**config.mk**
```make
export PLATFORM = sky130hd
export DESIGN_NAME = alu_pipe
export DESIGN_NICKNAME = d
export VERILOG_FILES = /design/src/rtl/alu_pkg.sv /design/src/rtl/alu_pipe_core.sv /design/src/rtl/alu_pipe.sv
export SDC_FILE = /design/constraint.sdc
export NUM_CORES = 1
export LEC_CHECK = 0
export BUFFER_PORTS_ARGS = -buffer_cell sky130_fd_sc_hd__buf_2
export CORE_MARGIN = 2
export CORE_UTILIZATION = 39
export CTS_CLUSTER_DIAMETER = 200
export DETAILED_ROUTE_END_ITERATION = 7
export PLACE_DENSITY = 0.67
export SYNTH_ARGS = -nofsm -noshare
export SYNTH_HDL_FRONTEND = slang
export SYNTH_HIERARCHICAL = 1
export SYNTH_SLANG_ARGS = --single-unit
```
**constraint.sdc**
```tcl
create_clock -name clk -period 3.3 [get_ports clk]
set_input_delay 0 -clock clk [delete_from_list [all_inputs] [get_ports clk]]
set_output_delay 0 -clock clk [all_outputs]
set_load 0.02 [all_outputs]
```
**src/rtl/alu_pkg.sv**
```systemverilog
// Shared types and encodings for the pipelined ALU: select width, addend modes,
// logic-op codes and the status-flag bundle carried alongside each result.
package alu_pkg;

  localparam int SEL_W = 3;

  // Addend chosen by sel[1:0] when sel[2]=0
  localparam logic [1:0] ADD_ZERO = 2'd0;
  localparam logic [1:0] ADD_B    = 2'd1;
  localparam logic [1:0] ADD_NOTB = 2'd2;
  localparam logic [1:0] ADD_ONES = 2'd3;

  // Logic op chosen by {sel[0], cin} when sel[2]=1
  localparam logic [1:0] LOG_AND  = 2'd0;
  localparam logic [1:0] LOG_OR   = 2'd1;
  localparam logic [1:0] LOG_XOR  = 2'd2;
  localparam logic [1:0] LOG_NOTA = 2'd3;

  typedef struct packed {
    logic cout;
    logic ovf;
    logic zero;
    logic neg;
  } alu_flags_t;

endpackage

```
**src/rtl/alu_pipe_core.sv**
```systemverilog
// Combinational ALU datapath: maps an A operand, b, cin and sel to a WIDTH-bit
// result plus carry, signed-overflow, zero and negative flags.
module alu_pipe_core
  import alu_pkg::*;
#(
  parameter int WIDTH = 8
) (
  input  logic [WIDTH-1:0] op_a,
  input  logic [WIDTH-1:0] op_b,
  input  logic             cin,
  input  logic [SEL_W-1:0] sel,
  output logic [WIDTH-1:0] res,
  output alu_flags_t       flags
);

  logic [WIDTH-1:0] addend;
  logic [WIDTH:0]   sum;

  // NOTE: every output gets a default first so no path through the case
  // statements leaves a signal unassigned, which would infer a latch.
  always_comb begin
    addend = '0;
    sum    = '0;
    res    = '0;
    flags  = '0;
    if (!sel[2]) begin
      case (sel[1:0])
        ADD_ZERO: addend = '0;
        ADD_B:    addend = op_b;
        ADD_NOTB: addend = ~op_b;
        default:  addend = '1;
      endcase
      sum        = {1'b0, op_a} + {1'b0, addend} + {{WIDTH{1'b0}}, cin};
      res        = sum[WIDTH-1:0];
      flags.cout = sum[WIDTH];
      flags.ovf  = (op_a[WIDTH-1] == addend[WIDTH-1]) && (res[WIDTH-1] != op_a[WIDTH-1]);
    end else begin
      // sel[1] is a don't-care for logic ops; cin picks within the pair
      case ({sel[0], cin})
        LOG_AND: res = op_a & op_b;
        LOG_OR:  res = op_a | op_b;
        LOG_XOR: res = op_a ^ op_b;
        default: res = ~op_a;
      endcase
    end
    flags.zero = (res == '0);
    flags.neg  = res[WIDTH-1];
  end

endmodule

```
**src/rtl/alu_pipe.sv**
```systemverilog
// Two-stage valid/ready ALU: S1 registers operands, S2 registers the result and
// flags; an accumulator tracks the last S2 result and can replace operand A.
module alu_pipe
  import alu_pkg::*;
#(
  parameter int               WIDTH     = 8,
  parameter logic [WIDTH-1:0] ACC_RESET = '0
) (
  input  logic             clk,
  input  logic             rst_n,
  input  logic             in_valid,
  output logic             in_ready,
  input  logic [WIDTH-1:0] a,
  input  logic [WIDTH-1:0] b,
  input  logic             cin,
  input  logic [SEL_W-1:0] sel,
  input  logic             acc_en,
  output logic             out_valid,
  input  logic             out_ready,
  output logic [WIDTH-1:0] data,
  output logic             cout,
  output logic             zero,
  output logic             neg,
  output logic             ovf
);

  logic             s1_valid;
  logic [WIDTH-1:0] s1_a;
  logic [WIDTH-1:0] s1_b;
  logic             s1_cin;
  logic [SEL_W-1:0] s1_sel;
  logic             s1_acc_en;

  logic [WIDTH-1:0] acc;
  logic [WIDTH-1:0] op_a;
  logic [WIDTH-1:0] core_res;
  alu_flags_t       core_flags;
  alu_flags_t       flags_q;

  logic s2_adv;
  logic s1_adv;
  logic in_xfer;

  assign s2_adv   = !out_valid || out_ready;
  assign s1_adv   = s1_valid && s2_adv;
  // Combinational from out_ready so a full pipe still streams at one op/cycle
  assign in_ready = !s1_valid || s2_adv;
  assign in_xfer  = in_valid && in_ready;

  // NOTE: sequential state uses non-blocking assignments only, so every
  // register samples pre-edge values regardless of block ordering.
  always_ff @(posedge clk or negedge rst_n) begin
    if (!rst_n) begin
      s1_valid <= 1'b0;
    end else if (in_xfer) begin
      s1_valid <= 1'b1;
    end else if (s1_adv) begin
      s1_valid <= 1'b0;
    end
  end

  // NOTE: the S1 payload has no reset; s1_valid alone qualifies it, so the
  // operand flops stay cheap and reset fanout stays on control bits.
  always_ff @(posedge clk) begin
    if (in_xfer) begin
      s1_a      <= a;
      s1_b      <= b;
      s1_cin    <= cin;
      s1_sel    <= sel;
      s1_acc_en <= acc_en;
    end
  end

  assign op_a = s1_acc_en ? acc : s1_a;

  alu_pipe_core #(
    .WIDTH (WIDTH)
  ) u_core (
    .op_a  (op_a),
    .op_b  (s1_b),
    .cin   (s1_cin),
    .sel   (s1_sel),
    .res   (core_res),
    .flags (core_flags)
  );

  // acc follows every S2 load so a dependent op right behind sees it without a stall
  always_ff @(posedge clk or negedge rst_n) begin
    if (!rst_n) begin
      out_valid <= 1'b0;
      data      <= '0;
      flags_q   <= '0;
      acc       <= ACC_RESET;
    end else if (s2_adv) begin
      out_valid <= s1_valid;
      if (s1_valid) begin
        data    <= core_res;
        flags_q <= core_flags;
        acc     <= core_res;
      end
    end
  end

  assign cout = flags_q.cout;
  assign zero = flags_q.zero;
  assign neg  = flags_q.neg;
  assign ovf  = flags_q.ovf;

endmodule

```
==> out/results.ini <==
[sta]
report.final.slew_viol_count = 0
fin_crit_ns = 3.17
finalHoldViolations = 0
slew_headroom = 0.316
finClkSkew_ns = 0.00695
tightest_slew_ns = 1.03
setup_violations = 0
max_freq_mhz = 315
setup_slack_ns = 0.130
fin_crit_sh = 0.961

[clock_tree]
cts_setup_buffers = 0
cts.htree.levels = 2
clock_latency_ns = 0.29
clkSinkCount = 35
cts_buffers = 5
cts-root-buf = clkbuf_8
cts_max_path_buffers = 2
tritoncts = built
clk_pin_slew_ns = 0.08

[die]
io-pin-count = 39
initial_core_util = 0.403
die_area_mm2 = 0.00673
coreArea_mm2 = 0.00589
die_x_um = 82.0
rows = 28
dieHeight_um = 82.0

[global_route]
antenna_found_initial = 0
grt_pass1_wl_um = 7310
grt_max_degree = 22
grtUsageTotal = 0.147
grt_remaining_overflow = 0
grt_pass1_vias = 1576

[synthesis]
synthCells = 184
postSynthNetCount = 234
synth_commonest_cells = ha_1, edfxtp_1, inv_1
yosysTopAreaCellShare = 0.266
synth_warnings = 6
yosysSeqAreaShare = 0.413
ys_types = 44
yosys-top-cells-area = edfxtp_1, dfrtp_1, ha_1
synth_most_common_cell = ha_1
synth_top_cell_by_area = edfxtp_1
avgSynthCellArea_um2 = 12.9
netlist_area_mm2 = 0.00237
ys_ff_latch = 35
synth_edf_count = 21
synth_flop_cell = edfxtp_1
async_flop_share = 0.400

[worst_setup_path]
endpoint = zero
slowest_stage = mux4_1
worstSetupPathType = register to register
slowest_delay_ns = 0.53
r2r_end = zero
critPathLaunchType = register
path_cells = buf_4 -> mux2_2 -> inv_1 -> ha_1 -> mux4_1 -> a21o_4 -> or3_1 -> or3_1 -> a2111oi_4 -> mux2_4
rrSetupSlack_ns = 0.13
cp.required_ns = 3.53
crit_start = s1_acc_en
worstPathMaxFanout = 7
reg2reg_depth = 10
endpoint_kind = register
timing.rr.start = s1_acc_en
crit_family = multiplexers
cp_common_cell = or3_1
path_depth = 10
critical_path_arrival_ns = 3.40
worstPathBufferInverterCount = 2

[power]
p_leak_uw = 0.00138
irDropWorstVdd_v = 0.000313
power_density_mw_per_mm2 = 595

[finish]
syn2layout_area_growth_pct = 27.1
finish.utilization = 0.513
final_net_count = 302
antenna_cells = 0
drive_gt1_frac = 0.375

[place]
dpl.hpwl_um = 3450
gp_congestion = 0.803
numPortBuffers = 38
place_ws_ns = -0.162

[detailed_routing]
drt-total-wl_um = 4590
wire_per_inst_um = 14.0
firstDrtPassIters = 4
vias = 1589
drtIter0Drc = 82
ant_nets = 0
drc_errors = 0
vias_per_cell = 4.84

[min_path]
hold_path.startpoint = out_ready
hold_path.class = primary input to register

[outcome]
status = completed

[run]
max_cap_violations = 0

how the worst min path moves through the flow:
stage	to	slack [ns]	cells after the start
after floorplan	acc[0]	-0.30	0
after global placement	acc[0]	-0.09	1
after detailed placement	acc[0]	-0.09	1
after CTS	s1_valid	0.02	3
after global routing	s1_valid	0.03	3
final	s1_valid	0.02	3
routing by layer:
metal / up-vias / part of all wire / wire length (um) / track usage
met3: 2 / 0.050 / 231 / 0.0341
met5: - / 0 / 0 / 0
met1: 749 / 0.47 / 2170 / 0.193
met2: 44 / 0.47 / 2150 / 0.236
li1: 794 / - / - / -
met4: 0 / 0.0074 / 34 / 0.0517
worst min-delay path, cell delays in order:
cell and delay [ns]:
buf_2 0.09, nand3b_1 0.12, nand2b_1 0.06
cells in the final DEF (no fill, tap or decap), types with 2 or more instances in the layout:
cell	netlist	final
clkbuf_8	0	5
mux4_1	3	3
inv_1	20	20
nor2_1	5	5
mux2i_1	4	4
nor3_1	5	5
clkinv_1	2	2
mux2_2	17	16
nor2b_1	2	2
ha_1	23	23
buf_2	2	38
fa_2	0	2
edfxtp_1	21	21
or3_1	2	2
o21a_1	7	7
mux2_4	10	11
o31a_1	2	2
mux4_2	4	4
xnor2_1	3	3
nand2_1	4	4
dlygate4sd3_1	0	23
inv_2	5	5
dfrtp_1	14	14
buf_4	1	7
o31ai_1	3	3
a21o_1	2	2
cells by family (layout without fill, tap and decap cells):
family	count (synthesis)	after routing	share of synthesized area
muxes	38	38	0.232
DFF	35	35	0.413
buffers and inverters	34	103	0.0664
adders and majority gates	25	25	0.138
and+or+nand+nor	25	25	0.0606
AOI/OAI and AO/OA	24	24	0.0790
xor gates and xnor gates	3	3	0.0111
cell type report:
class	count	area [um2]
fillers	544	2870
multi-input cells	115	1260
flip-flops and latches	35	981
repair buffers	68	473
inverters	27	101
clock buffers	6	93.8
well taps	75	93.8
clock inverters	2	13.8
sequential cells by signal, indices dropped and copies added, names as in the netlist:
register   flops
acc            8
s1_a           8
s1_b           8
s1_sel         3
cout           1
neg            1
out_valid      1
ovf            1
s1_acc_en      1
s1_cin         1
s1_valid       1
zero           1
timing repair:
action,4_1_cts,5_1_grt
hold buffers,23,0
hold endpoints to repair,36,0
cloned,0,0
resized for setup,3,2
pin swaps,1,0
setup endpoints to repair,1,1
where the power goes:
part           switching [uW]  internal [uW]  leakage (uW)
clock                     162            194     0.0000563
sequential               64.2            552      0.000370
combinational             414            410      0.000958
stage by stage:
step           instances  power, uW  cell area [um2]  hold slack (ns)  setup TNS (ns)
6_report             328       1800             3020           0.0228               0
5_1_grt              328       1930             3020           0.0331         -0.0258
4_1_cts              328       1800             3000           0.0204               0
3_5_place_dp         297       1410             2660          -0.0855          -0.162
3_3_place_gp         297       1390             2660          -0.0872               0
2_1_floorplan        184       1210             2370           -0.296               0
Note: power is estimated with default switching activity, not from simulation.
